<file path="config.mk">
export PLATFORM = sky130hd
export DESIGN_NAME = foo_req_arbiter
export DESIGN_NICKNAME = d
export VERILOG_FILES = /design/src/rtl/foo_req_arbiter.sv
export SDC_FILE = /design/constraint.sdc
export NUM_CORES = 1
export LEC_CHECK = 0
export CAP_MARGIN = 30
export CORE_ASPECT_RATIO = 0.75
export CORE_MARGIN = 10
export CORE_UTILIZATION = 50
export CTS_CLUSTER_SIZE = 28
export DETAILED_ROUTE_END_ITERATION = 8
export PLACE_DENSITY = 0.83
export SETUP_SLACK_MARGIN = 0.3
export SYNTH_ARGS = -nofsm -noshare
export SYNTH_HDL_FRONTEND = slang
export SYNTH_SLANG_ARGS = --single-unit
</file>
<file path="constraint.sdc">
create_clock -name CLK_IN -period 2.4 [get_ports CLK_IN]
set_input_delay 0.48 -clock CLK_IN [delete_from_list [all_inputs] [get_ports CLK_IN]]
set_output_delay 0.48 -clock CLK_IN [all_outputs]
set_load 0.03 [all_outputs]
</file>
<file path="src/rtl/foo_req_arbiter.sv">
// Round-robin arbiter that shares one addressed req/ack target between NUM_REQ
// requesters. Each transaction is IDLE -> WAIT -> RESP -> IDLE, ending in an ACK or ERR pulse.
module foo_req_arbiter #(
  parameter  int NUM_REQ = 4,
  parameter  int ADDR_W  = 2,
  parameter  int TIMEOUT = 15,
  parameter  int TO_W    = 4,
  localparam int GID_W   = $clog2(NUM_REQ)
) (
  input  logic                      CLK_IN,
  input  logic                      RST_IN,
  input  logic [NUM_REQ-1:0]        REQ_VEC_IN,
  input  logic [NUM_REQ*ADDR_W-1:0] ADDR_VEC_IN,
  output logic [NUM_REQ-1:0]        ACK_VEC_OUT,
  output logic [NUM_REQ-1:0]        ERR_VEC_OUT,
  output logic [ADDR_W-1:0]         MY_ADDR_OUT,
  output logic                      REQ_OUT,
  input  logic                      ACK_IN,
  output logic                      BUSY_OUT,
  output logic [GID_W-1:0]          GRANT_ID_OUT
);

  typedef enum logic [1:0] {IDLE, WAIT, RESP} state_t;

  localparam logic [TO_W-1:0]  TO_LAST   = TO_W'((TIMEOUT == 0) ? 0 : TIMEOUT - 1);
  localparam logic [GID_W-1:0] LAST_INIT = GID_W'(NUM_REQ - 1);

  state_t              state_q, state_d;
  logic                req_q, req_d;
  logic                busy_q, busy_d;
  logic [ADDR_W-1:0]   addr_q, addr_d;
  logic [NUM_REQ-1:0]  ack_q, ack_d;
  logic [NUM_REQ-1:0]  err_q, err_d;
  logic [GID_W-1:0]    gid_q, gid_d;
  logic [GID_W-1:0]    last_q, last_d;
  logic [TO_W-1:0]     cnt_q, cnt_d;
  logic [GID_W-1:0]    win;

  // First requester at or after last_grant+1, wrapping around.
  always_comb begin
    logic             found;
    logic [GID_W-1:0] idx;
    win   = '0;
    found = 1'b0;
    idx   = '0;
    for (int k = 1; k <= NUM_REQ; k++) begin
      idx = GID_W'((int'(last_q) + k) % NUM_REQ);
      if (!found && REQ_VEC_IN[idx]) begin
        win   = idx;
        found = 1'b1;
      end
    end
  end

  always_comb begin
    state_d = state_q;
    req_d   = req_q;
    busy_d  = busy_q;
    addr_d  = addr_q;
    ack_d   = '0;
    err_d   = '0;
    gid_d   = gid_q;
    last_d  = last_q;
    cnt_d   = cnt_q;
    case (state_q)
      IDLE: begin
        if (|REQ_VEC_IN) begin
          gid_d   = win;
          last_d  = win;
          addr_d  = ADDR_VEC_IN[win*ADDR_W +: ADDR_W];
          req_d   = 1'b1;
          busy_d  = 1'b1;
          cnt_d   = '0;
          state_d = WAIT;
        end
      end
      WAIT: begin
        // ACK takes priority over a timeout expiring on the same edge.
        if (ACK_IN) begin
          req_d        = 1'b0;
          ack_d[gid_q] = 1'b1;
          state_d      = RESP;
        end else if (TIMEOUT != 0 && cnt_q == TO_LAST) begin
          req_d        = 1'b0;
          err_d[gid_q] = 1'b1;
          state_d      = RESP;
        end else begin
          cnt_d = cnt_q + TO_W'(1);
        end
      end
      RESP: begin
        busy_d  = 1'b0;
        state_d = IDLE;
      end
      default: begin
        req_d   = 1'b0;
        busy_d  = 1'b0;
        state_d = IDLE;
      end
    endcase
  end

  always_ff @(posedge CLK_IN or posedge RST_IN) begin
    if (RST_IN) begin
      state_q <= IDLE;
      req_q   <= 1'b0;
      busy_q  <= 1'b0;
      addr_q  <= '0;
      ack_q   <= '0;
      err_q   <= '0;
      gid_q   <= '0;
      last_q  <= LAST_INIT;
      cnt_q   <= '0;
    end else begin
      state_q <= state_d;
      req_q   <= req_d;
      busy_q  <= busy_d;
      addr_q  <= addr_d;
      ack_q   <= ack_d;
      err_q   <= err_d;
      gid_q   <= gid_d;
      last_q  <= last_d;
      cnt_q   <= cnt_d;
    end
  end

  assign ACK_VEC_OUT  = ack_q;
  assign ERR_VEC_OUT  = err_q;
  assign MY_ADDR_OUT  = addr_q;
  assign REQ_OUT      = req_q;
  assign BUSY_OUT     = busy_q;
  assign GRANT_ID_OUT = gid_q;

endmodule

</file>
# Word-level counts from Yosys, hierarchy flattened
# Index checks and enable logic that the tools add are counted.
[totals]
reg_bits = 22
out_inout_bits = 14
[op_classes]
reduce_logical = 15
shifts = 1
eq_ne = 7
addsub = 5
n_bitwise = 2
magnitude_cmp = 6
muxes = 35
[op_table]
columns = ["cell", "n"]
rows = [
  ["$mux W4", 8],
  ["$lt A2 B3 Y1 const B", 5],
  ["$mux W2", 7],
  ["$mux W1", 11],
  ["$bmux W1 S2", 4],
  ["$pmux W4 S2", 1],
  ["$shiftx A8 B4 Y2", 1],
  ["$ne A2 B2 Y1 const B", 3],
  ["$reduce_and A2 Y1", 3],
  ["$add A2 B1 Y2 const B", 2],
  ["$add A2 B2 Y2 const B", 2],
  ["$add A4 B1 Y4 const B", 1],
  ["$eq A4 B4 Y1 const B", 1],
  ["$logic_and A1 B1 Y1", 4],
  ["$pmux W2 S2", 1],
  ["$reduce_and A4 Y1", 1],
  ["$reduce_or A4 Y1", 1],
  ["$logic_not A1 Y1", 3],
  ["$ne A3 B3 Y1 const B", 1],
  ["$pmux W1 S3", 1],
  ["$reduce_and A3 Y1", 1],
  ["$demux W1 S2", 1],
  ["$eq A2 B1 Y1 const B", 1],
  ["$eq A2 B2 Y1 const B", 1],
  ["5 further kinds", 6],
]

# Longest topological paths before layout
# Gate-level depths: netlist of the first run.
[depth]
ltp_word = 14
ltp_mapped = 7
depth_no_buf = 7

# Worst setup path after synthesis of the first run
# OpenSTA, ideal clock, no wires.
[synth_timing]
path_kind = "flip-flop to flip-flop"
start = "reg last_q[1]"
end = "reg addr_q[1] (netlist: MY_ADDR_OUT[1])"
setup_ns = 0.131
path_slack_ns = 0.834
required_time_ns = 2.269
arrival_time_ns = 1.435
path_stages_with_launch = 7
n_path_buf = 1
path_cell_list = "dfstp_2 -> buf_12 -> mux2i_1 -> o32ai_2 -> a21o_4 -> a211oi_1 -> a211oi_1"
[synth_via]
elab_chain_cells = 14
elab_cells_between_ends = 26
[synth_rtl]
columns = ["item", "line", "source"]
rows = [
  ["from (decl)", "35", "logic [GID_W-1:0] last_q, last_d;"],
  ["from (signal assigned)", "122", "last_q <= last_d;"],
  ["$add A2 B1 Y2", "47", "idx = GID_W'((int'(last_q) + k) % NUM_REQ);"],
  ["$bmux W1 S2", "48", "if (!found && REQ_VEC_IN[idx]) begin"],
  ["$mux W1 (not written as such)", "48", ""],
  ["$mux W1", "48", ""],
  ["$logic_not A1 Y1", "48", ""],
  ["$logic_and A1 B1 Y1", "48", ""],
  ["$mux W1", "48", ""],
  ["$logic_not A1 Y1", "48", ""],
  ["$logic_and A1 B1 Y1", "48", ""],
  ["$mux W1", "48", ""],
  ["$logic_not A1 Y1", "48", ""],
  ["$logic_and A1 B1 Y1", "48", ""],
  ["$mux W2 *", "48", ""],
  ["$shiftx A8 B4 Y2 *", "70", "addr_d = ADDR_VEC_IN[win*ADDR_W +: ADDR_W];"],
  ["to (signal assigned)", "118", "addr_q <= addr_d;"],
  ["to (decl)", "31", "logic [ADDR_W-1:0] addr_q, addr_d;"],
]
# Every way passes the cells marked *; elsewhere a longest branch is shown, timed or not. The select of a mux whose other input is x is not followed.
# A chain may end at the register's enable or synchronous reset.

# Worst setup path after layout of the first run
[layout_timing]
start = "reg gid_q[1] (netlist: GRANT_ID_OUT[1])"
end = "out GRANT_ID_OUT[1]"
[layout_rtl]
columns = ["item", "line", "source"]
rows = [
  ["from (decl)", "34", "logic [GID_W-1:0] gid_q, gid_d;"],
  ["from (signal assigned)", "121", "gid_q <= gid_d;"],
  ["to (decl)", "20", "output logic [GID_W-1:0] GRANT_ID_OUT"],
]
# No word-level cell between the ends.

==> results by group, run 1 <==
Run status
  • Status: complete, no violations

Yosys
  • Synth area leader: dfrtp_1
  • Cell area after synthesis: 1041 µm²
  • Synth area leaders: dfrtp_1 48%, nor2_1 6.5%, a211oi_1 5.0%, dfstp_2 5.0%, nand2_1 4.3%
  • Synth top area share: 0.4808
  • Post-Synth Simple-Gate Area: 0.1875
  • Count of cell types in the netlist: 28
  • Synth warn: 0
  • Avg Synthesized Cell Area: 10.52 µm²
  • Sequential cell area fraction in the yosys report: 0.5313
  • Synthesized Nets: ~120
  • FF+latch count, synth: 22
  • Post-Syn Instances: 99
  • Post-synthesis compound-gate area fraction: 0.1538
  • Adder-Cell Fraction of Synth Area: 0.02404
  • Post-synthesis mux area share: 0.03846
  • Xor and xnor area share after synthesis: 0.01683
  • Main combinational cell family by area after synthesis: simple AND/OR/NAND/NOR gates

Job
  • Maxcap violations: 0

Setup path
  • Worst path top cell family by delay: buffers and inverters
  • CP required: 1.92 ns
  • CP Buf/Inv Count: 1
  • Worst-path cell chain: clkdlybuf4s50_1
  • Worst Path Max Fanout: 7
  • CP max stage cell: clkdlybuf4s50_1
  • Critical Path Source Type: flip-flop
  • Max stage delay on crit path: 0.72 ns
  • Critical path data arrival time: approximately 1.5 ns
  • Endpoint class of the critical path: output port
  • Setup Crit Path Kind: reg -> out

Detailed routing
  • ANT nets after route: 0
  • Vias per inst: between 5 and 6
  • Routed Wire Length: 2.405 mm
  • Router iterations before antenna repair: 4
  • DR WL/cell: 15.52 µm
  • DR vias: 816
  • Initial drt markers: 39
  • Residual DRC: 0

Pwr
  • Share of power burned in registers: 0.386
  • Pleak: between 0.0006 and 0.0007 µW
  • PD cells: 1154 nW/µm²
  • Switching Power: roughly 640 µW
  • Max VDD drop: 930.7 µV
  • Logic pwr share: 0.434
  • Sw Share: 0.3988
  • Clock power frac: 0.180
  • Internal power: 965.2 µW

Timing
  • Final setup margin: slightly above 0.4 ns
  • Tmin final: about 2 ns
  • Worst-Margin Slew: 0.8110 ns
  • Setup violations, final: 0
  • Worst-case clock skew: approximately 0.009 ns
  • Final Cycle Share: 0.8289
  • RSZ-0062 raised after global routing: no
  • Fmax achieved: 502.7 MHz
  • Post-route setup TNS: 0 ns
  • Final hold vios: 0
  • Slew margin rel.: 0.4588
  • Max-slew violations: 0

Floorplanning
  • I/O Pins: 29
  • Starting Density: 0.5213
  • DIE WIDTH: approximately 73 µm
  • Die Y: between 50 and 60 µm
  • Die area: 4326 µm²
  • Total core area: 1997 µm²
  • Row Count: 14

Global routing
  • Initial antenna violation count: 0
  • Largest net degree at the start of global routing: 23
  • Total grt overflow: 0
  • First-pass GRT wire length: 3.884 mm
  • Vias in the first global route: 845
  • GRT Total Usage: 0.1119

Clocking
  • CTS root buffer: clkbuf_4
  • Clk Latency, worst-skew pair: between 0.3 and 0.4 ns
  • CTS tree: built
  • Clock-pin slew on the worst setup and hold paths: 0.13 ns
  • Clock Tree Buf Depth: 2
  • Post-CTS sizing: 0
  • Post-CTS Repair Setup Buffers: 0
  • CTS buffer count: 3
  • CTS Sinks: 22
  • H-tree levels: 1
  • Hold-fix buffers, CTS: 0

Placement
  • DP HPWL: roughly 1.9 mm
  • Routability Congestion: 0.8479
  • Post-Place Cells: between 150 and 200
  • Port-buffer cells: 28
  • Place WS: slightly below 0.3 ns
  • Placed Area: 1339 µm²

Layout
  • Final core utilization: 0.6967
  • Layout cell share with drive strength beyond 1: 0.09924
  • P&R area growth vs syn: 33.65%
  • Design Area, Final: 1391 µm²
  • # diodes: 0
  • Cell Count, Final, Fillers Out: 155
  • Nets: roughly 150

Hold path
  • Hold Crit Class: reg -> reg
## area by class of cell
class | instances | area (µm²)
clock inverter | 1 | 30.03
clock buffer | 3 | 22.52
sequential | 22 | 553.0
tap | 24 | 30.03
timing repair buffer | 29 | 287.8
inverter | 8 | 30.03
fill | 153 | 605.6
multi-input combinational | 68 | 437.9
## cells in the mapped netlist (all sizes together)
| master | n |
|---|---|
| nand3b | 1 |
| o22a | 1 |
| nor3b | 1 |
| a211oi | 8 |
| a211o | 1 |
| a31oi | 1 |
| nor2 | 18 |
| nand3 | 2 |
| inv | 8 |
| o21ai | 1 |
| nor3 | 2 |
| xor2 | 2 |
| dfrtp | 20 |
| nand2 | 12 |
| or3 | 1 |
| a21o | 2 |
| o32ai | 1 |
| dfstp | 2 |
| ha | 2 |
| buf | 1 |
| nand4 | 1 |
| mux2i | 4 |
| nand2b | 4 |
| o2bb2ai | 1 |
| a21oi | 2 |
## power groups by stage
stage / logic [µW] / registers (µW) / clock network [µW]
detailed placement: 699 / 623 / 0
global placement: 677 / 618 / 0
finish: 697 / 620 / 288
global route: 763 / 637 / 306
CTS: 702 / 618 / 293
floorplan: 377 / 709 / 0
## kinds of logic after synthesis
kind of cell,count (synthesis)
buffers and inverters,9
DFF,22
xor gates and xnor gates,2
muxes,4
adders and majority gates,2
AOI/OAI and AO/OA,18
and+or+nand+nor,42
## registers in the layout (all words and copies together), names as in the netlist
| name | cells |
|---|---|
| GRANT_ID_OUT | 2 |
| REQ_OUT | 1 |
| ACK_VEC_OUT | 4 |
| BUSY_OUT | 1 |
| ERR_VEC_OUT | 4 |
| MY_ADDR_OUT | 2 |
| last_q | 2 |
| state_q | 2 |
| cnt_q | 4 |
## path summary, 6_finish.rpt
check	from	to	slack [ns]	cells past startpoint
max in group asynchronous	RST_IN	MY_ADDR_OUT[1]$_DFFE_PP0P_	1.29	2
max	GRANT_ID_OUT[1]$_DFFE_PP0P_	GRANT_ID_OUT[1]	0.41	1
max reg2reg	last_q[1]$_DFFE_PP1P_	MY_ADDR_OUT[1]$_DFFE_PP0P_	0.69	5
min	REQ_OUT$_DFFE_PP0P_	REQ_OUT$_DFFE_PP0P_	0.50	1
min reg2reg	REQ_OUT$_DFFE_PP0P_	REQ_OUT$_DFFE_PP0P_	0.50	1
min in group asynchronous	RST_IN	ACK_VEC_OUT[3]$_DFF_PP0_	0.60	2
## layout by cell type, fill, tap and decap left out, drive strengths merged
cell type       n
clkdlybuf4s50  28
nand3           2
clkbuf          3
a211oi          8
dfstp           2
nand2          12
o2bb2ai         1
a21oi           2
a31oi           1
nand3b          1
nand4           1
buf             1
nor3            2
a211o           1
nand2b          4
nor3b           1
xor2            2
bufinv          1
o32ai           1
o21ai           1
inv             8
or3             1
ha              2
o22a            1
nor2           18
mux2i           4
dfrtp          20
a21o            2
## layer usage
metal  vias up  wire length, µm  global-route usage
met5         -                0                   0
met3         2              205             0.04858
met4         0                9            0.008108
met1       384             1097              0.1394
li1        404                -                   -
met2        26             1092              0.1827
## metrics by stage
stage          power, µW  hold slack [ns]
2_1_floorplan       1086           0.4677
3_3_place_gp        1295           0.4632
3_5_place_dp        1323           0.4862
4_1_cts             1613           0.5201
5_1_grt             1706           0.5361
6_report            1605           0.5038
(Power assumes the default switching activity.)
==> inputs of run 2 (changes only) <==
CORE_UTILIZATION = 46   (was 50)
PLACE_DENSITY = 0.77   (was 0.83)
clock period = 1.9 ns   (was 2.4 ns; I/O delays follow)
==> run 2 against run 1 <==
Against the previous run: die area rose by 6.0%; largest power group unchanged; first-iteration DRC count rose by 46%; final cell count up 3.9%; largest cell class unchanged; critical path depth grew 4.
==> results by group, run 2 (synthesized netlist as in run 1, its figures left out) <==
Detailed routing
  • DR WL/cell: 13.81 µm (was 15.52 µm)
  • Residual DRC: 0 (unchanged)
  • Routed Wire Length: 2.224 mm (was 2.405 mm)
  • Top layer in use: met3 (was met4)
  • Met3 WL: 231 µm (was 205 µm)
  • Initial drt markers: 57 (was 39)
  • Vias per inst: 4.938 (was 5.265)
  • Router iterations before antenna repair: 4 (unchanged)
  • ANT nets after route: 0 (unchanged)
  • Routed wl met2: 902 µm (was 1.092 mm)
  • Post-Route M1 WL: 1.091 mm (was 1.097 mm)
  • DR vias: 795 (was 816)

Clocking
  • Clk Latency, worst-skew pair: 0.31 ns (was 0.32 ns)
  • CTS buffer count: 3 (unchanged)
  • H-tree levels: 1 (unchanged)
  • Hold-fix buffers, CTS: 0 (unchanged)
  • Clock-pin slew on the worst setup and hold paths: 0.12 ns (was 0.13 ns)
  • CTS root buffer: clkbuf_4 (unchanged)
  • CTS tree: built (unchanged)
  • Clock Tree Buf Depth: 2 (unchanged)
  • CTS Sinks: 22 (unchanged)

Timing
  • Fmax achieved: 593.3 MHz
  • RSZ-0062 raised after global routing: yes (was no)
  • Final hold vios: 0 (unchanged)
  • Setup violations, final: 0 (unchanged)
  • Max-slew violations: 0 (unchanged)
  • Worst-Margin Slew: 0.3088 ns (was 0.8110 ns)
  • Worst-case clock skew: 0.008920 ns (was 0.009139 ns)
  • Slew margin rel.: 0.7929 (was 0.4588)
  • Tmin final: 1.685 ns
  • Final Cycle Share: 0.8870
  • Worst hold slack: 0.3874 ns (was 0.5038 ns)

Placement
  • Placed Area: 1361 µm² (was 1339 µm²)
  • Port-buffer cells: 28 (unchanged)
  • DP HPWL: 1.772 mm (was 1.909 mm)
  • Routability Congestion: 0.8189 (was 0.8479)

Setup path
  • Worst path top cell family by delay: compound AO/OA/AOI/OAI gates (was buffers and inverters)
  • Max stage delay on crit path: 0.59 ns (was 0.72 ns)
  • Critical path data arrival time: 1.90 ns (was 1.51 ns)
  • CP max stage cell: dfstp_2 (was clkdlybuf4s50_1)
  • CP required: 2.11 ns (was 1.92 ns)
  • Endpoint class of the critical path: flip-flop (was output port)
  • Critical Path Source Type: flip-flop (unchanged)
  • Setup Crit Path Kind: reg -> reg (was reg -> out)
  • Most frequent CP cell: a211oi_1
  • Worst Path Max Fanout: 4 (was 7)
  • CP Buf/Inv Count: 0 (was 1)
  • Worst-path cell chain: mux2i_2 > o32ai_4 > a211oi_1 > a211oi_2 > a211oi_1 (was clkdlybuf4s50_1)

Hold path
  • Hold Crit Class: in -> async (was reg -> reg)

Layout
  • Nets: 155 (was 149)
  • Design Area, Final: 1454 µm² (was 1391 µm²)
  • # diodes: 0 (unchanged)
  • Layout fillers: 171 (was 153)
  • P&R area growth vs syn: 39.66% (was 33.65%)
  • Most frequent cells in the layout: 20 x dfrtp_1, 18 x nor2_1, 14 x clkdlybuf4s50_1, 12 x nand2_1, 12 x dlygate4sd2_1 (was 28 x clkdlybuf4s50_1, 20 x dfrtp_1, 18 x nor2_1, 12 x nand2_1, 8 x inv_1)
  • Layout cell share with drive strength beyond 1: 0.1898 (was 0.09924)
  • Most common cell after layout, fill and taps aside: dfrtp_1 (was clkdlybuf4s50_1)

Floorplanning
  • I/O Pins: 29 (unchanged)
  • Row Count: 14 (unchanged)
  • Die Y: 61.20 µm (was 59.52 µm)
  • Starting Density: 0.4994 (was 0.5213)
  • DIE WIDTH: 74.93 µm (was 72.69 µm)
  • Total core area: 2085 µm² (was 1997 µm²)
  • Die area: 4586 µm² (was 4326 µm²)

Global routing
  • First-pass GRT wire length: 3.560 mm (was 3.884 mm)
  • Initial antenna violation count: 0 (unchanged)
  • Total grt overflow: 0 (unchanged)
  • Vias in the first global route: 791 (was 845)
  • GRT Total Usage: 0.09895 (was 0.1119)
  • Largest net degree at the start of global routing: 23 (unchanged)

Pwr
  • Max VDD drop: 1048 µV (was 930.7 µV)
  • Total power: 2066 µW (was 1605 µW)
  • Pleak: 0.0007018 µW (was 0.0006272 µW)
  • PD cells: 1421 nW/µm² (was 1154 nW/µm²)

Run status
  • Status: complete, no violations (unchanged)

Job
  • Maxcap violations: 0 (unchanged)
run 2: repair_timing:
| action | in CTS | in global routing |
|---|---|---|
| setup endpoints to repair | 16 | 7 |
| pin swaps | 0 | 2 |
| setup buffers | 2 | 1 |
| gates resized for setup | 14 | 11 |
run 2: layout make-up:
type                    instances  area (µm²)  share of cell area
clock buffers                   3       22.52             0.01549
clock inverters                 1       30.03             0.02065
inverters                       8       30.03             0.02065
multi-input cells              68       480.5              0.3305
flip-flops and latches         22       553.0              0.3804
well taps                      24       30.03             0.02065
repair buffers                 35       307.8              0.2117
run 2: report_power, final:
group | internal, µW | switching, µW | total, µW
clock | 213 | 139 | 352
sequential | 623 | 138 | 761
combinational | 411 | 542 | 953
total | 1250 | 819 | 2070
run 2: per-layer routing:
| metal | global-route usage | vias up |
|---|---|---|
| met5 | 0 | - |
| met4 | 0.008065 | 0 |
| met3 | 0.05466 | 0 |
| met2 | 0.1476 | 27 |
| met1 | 0.1277 | 355 |
| li1 | - | 413 |
run 2: final timing paths:
kind	start	endpoint	slack [ns]	cells past startpoint
setup / recovery	last_q[1]$_DFFE_PP1P_	MY_ADDR_OUT[1]$_DFFE_PP0P_	0.21	5
hold / removal	RST_IN	ACK_VEC_OUT[3]$_DFF_PP0_	0.39	3
setup reg to reg	last_q[1]$_DFFE_PP1P_	MY_ADDR_OUT[1]$_DFFE_PP0P_	0.21	5
hold reg to reg	REQ_OUT$_DFFE_PP0P_	REQ_OUT$_DFFE_PP0P_	0.49	1
max in group asynchronous	RST_IN	last_q[0]$_DFFE_PP1P_	1.24	3
min in group CLK_IN	REQ_OUT$_DFFE_PP0P_	REQ_OUT$_DFFE_PP0P_	0.49	1
run 2: stage by stage:
step / instances / worst slack, ns / utilization / TNS [ns]
2_1_floorplan: 99 / 0.3344 / - / 0
3_3_place_gp: 154 / -0.03775 / 0.6531 / -0.06676
3_5_place_dp: 154 / -0.1061 / 0.6531 / -0.2029
4_1_cts: 160 / 0.2623 / 0.6771 / 0
5_1_grt: 161 / 0.1463 / 0.6975 / 0
6_report: 161 / 0.2147 / 0.6975 / 0
run 2: worst min-delay path, cell delays in order:
cell and delay [ns]:
clkdlybuf4s50_1 0.40, inv_1 0.05, buf_4 0.27
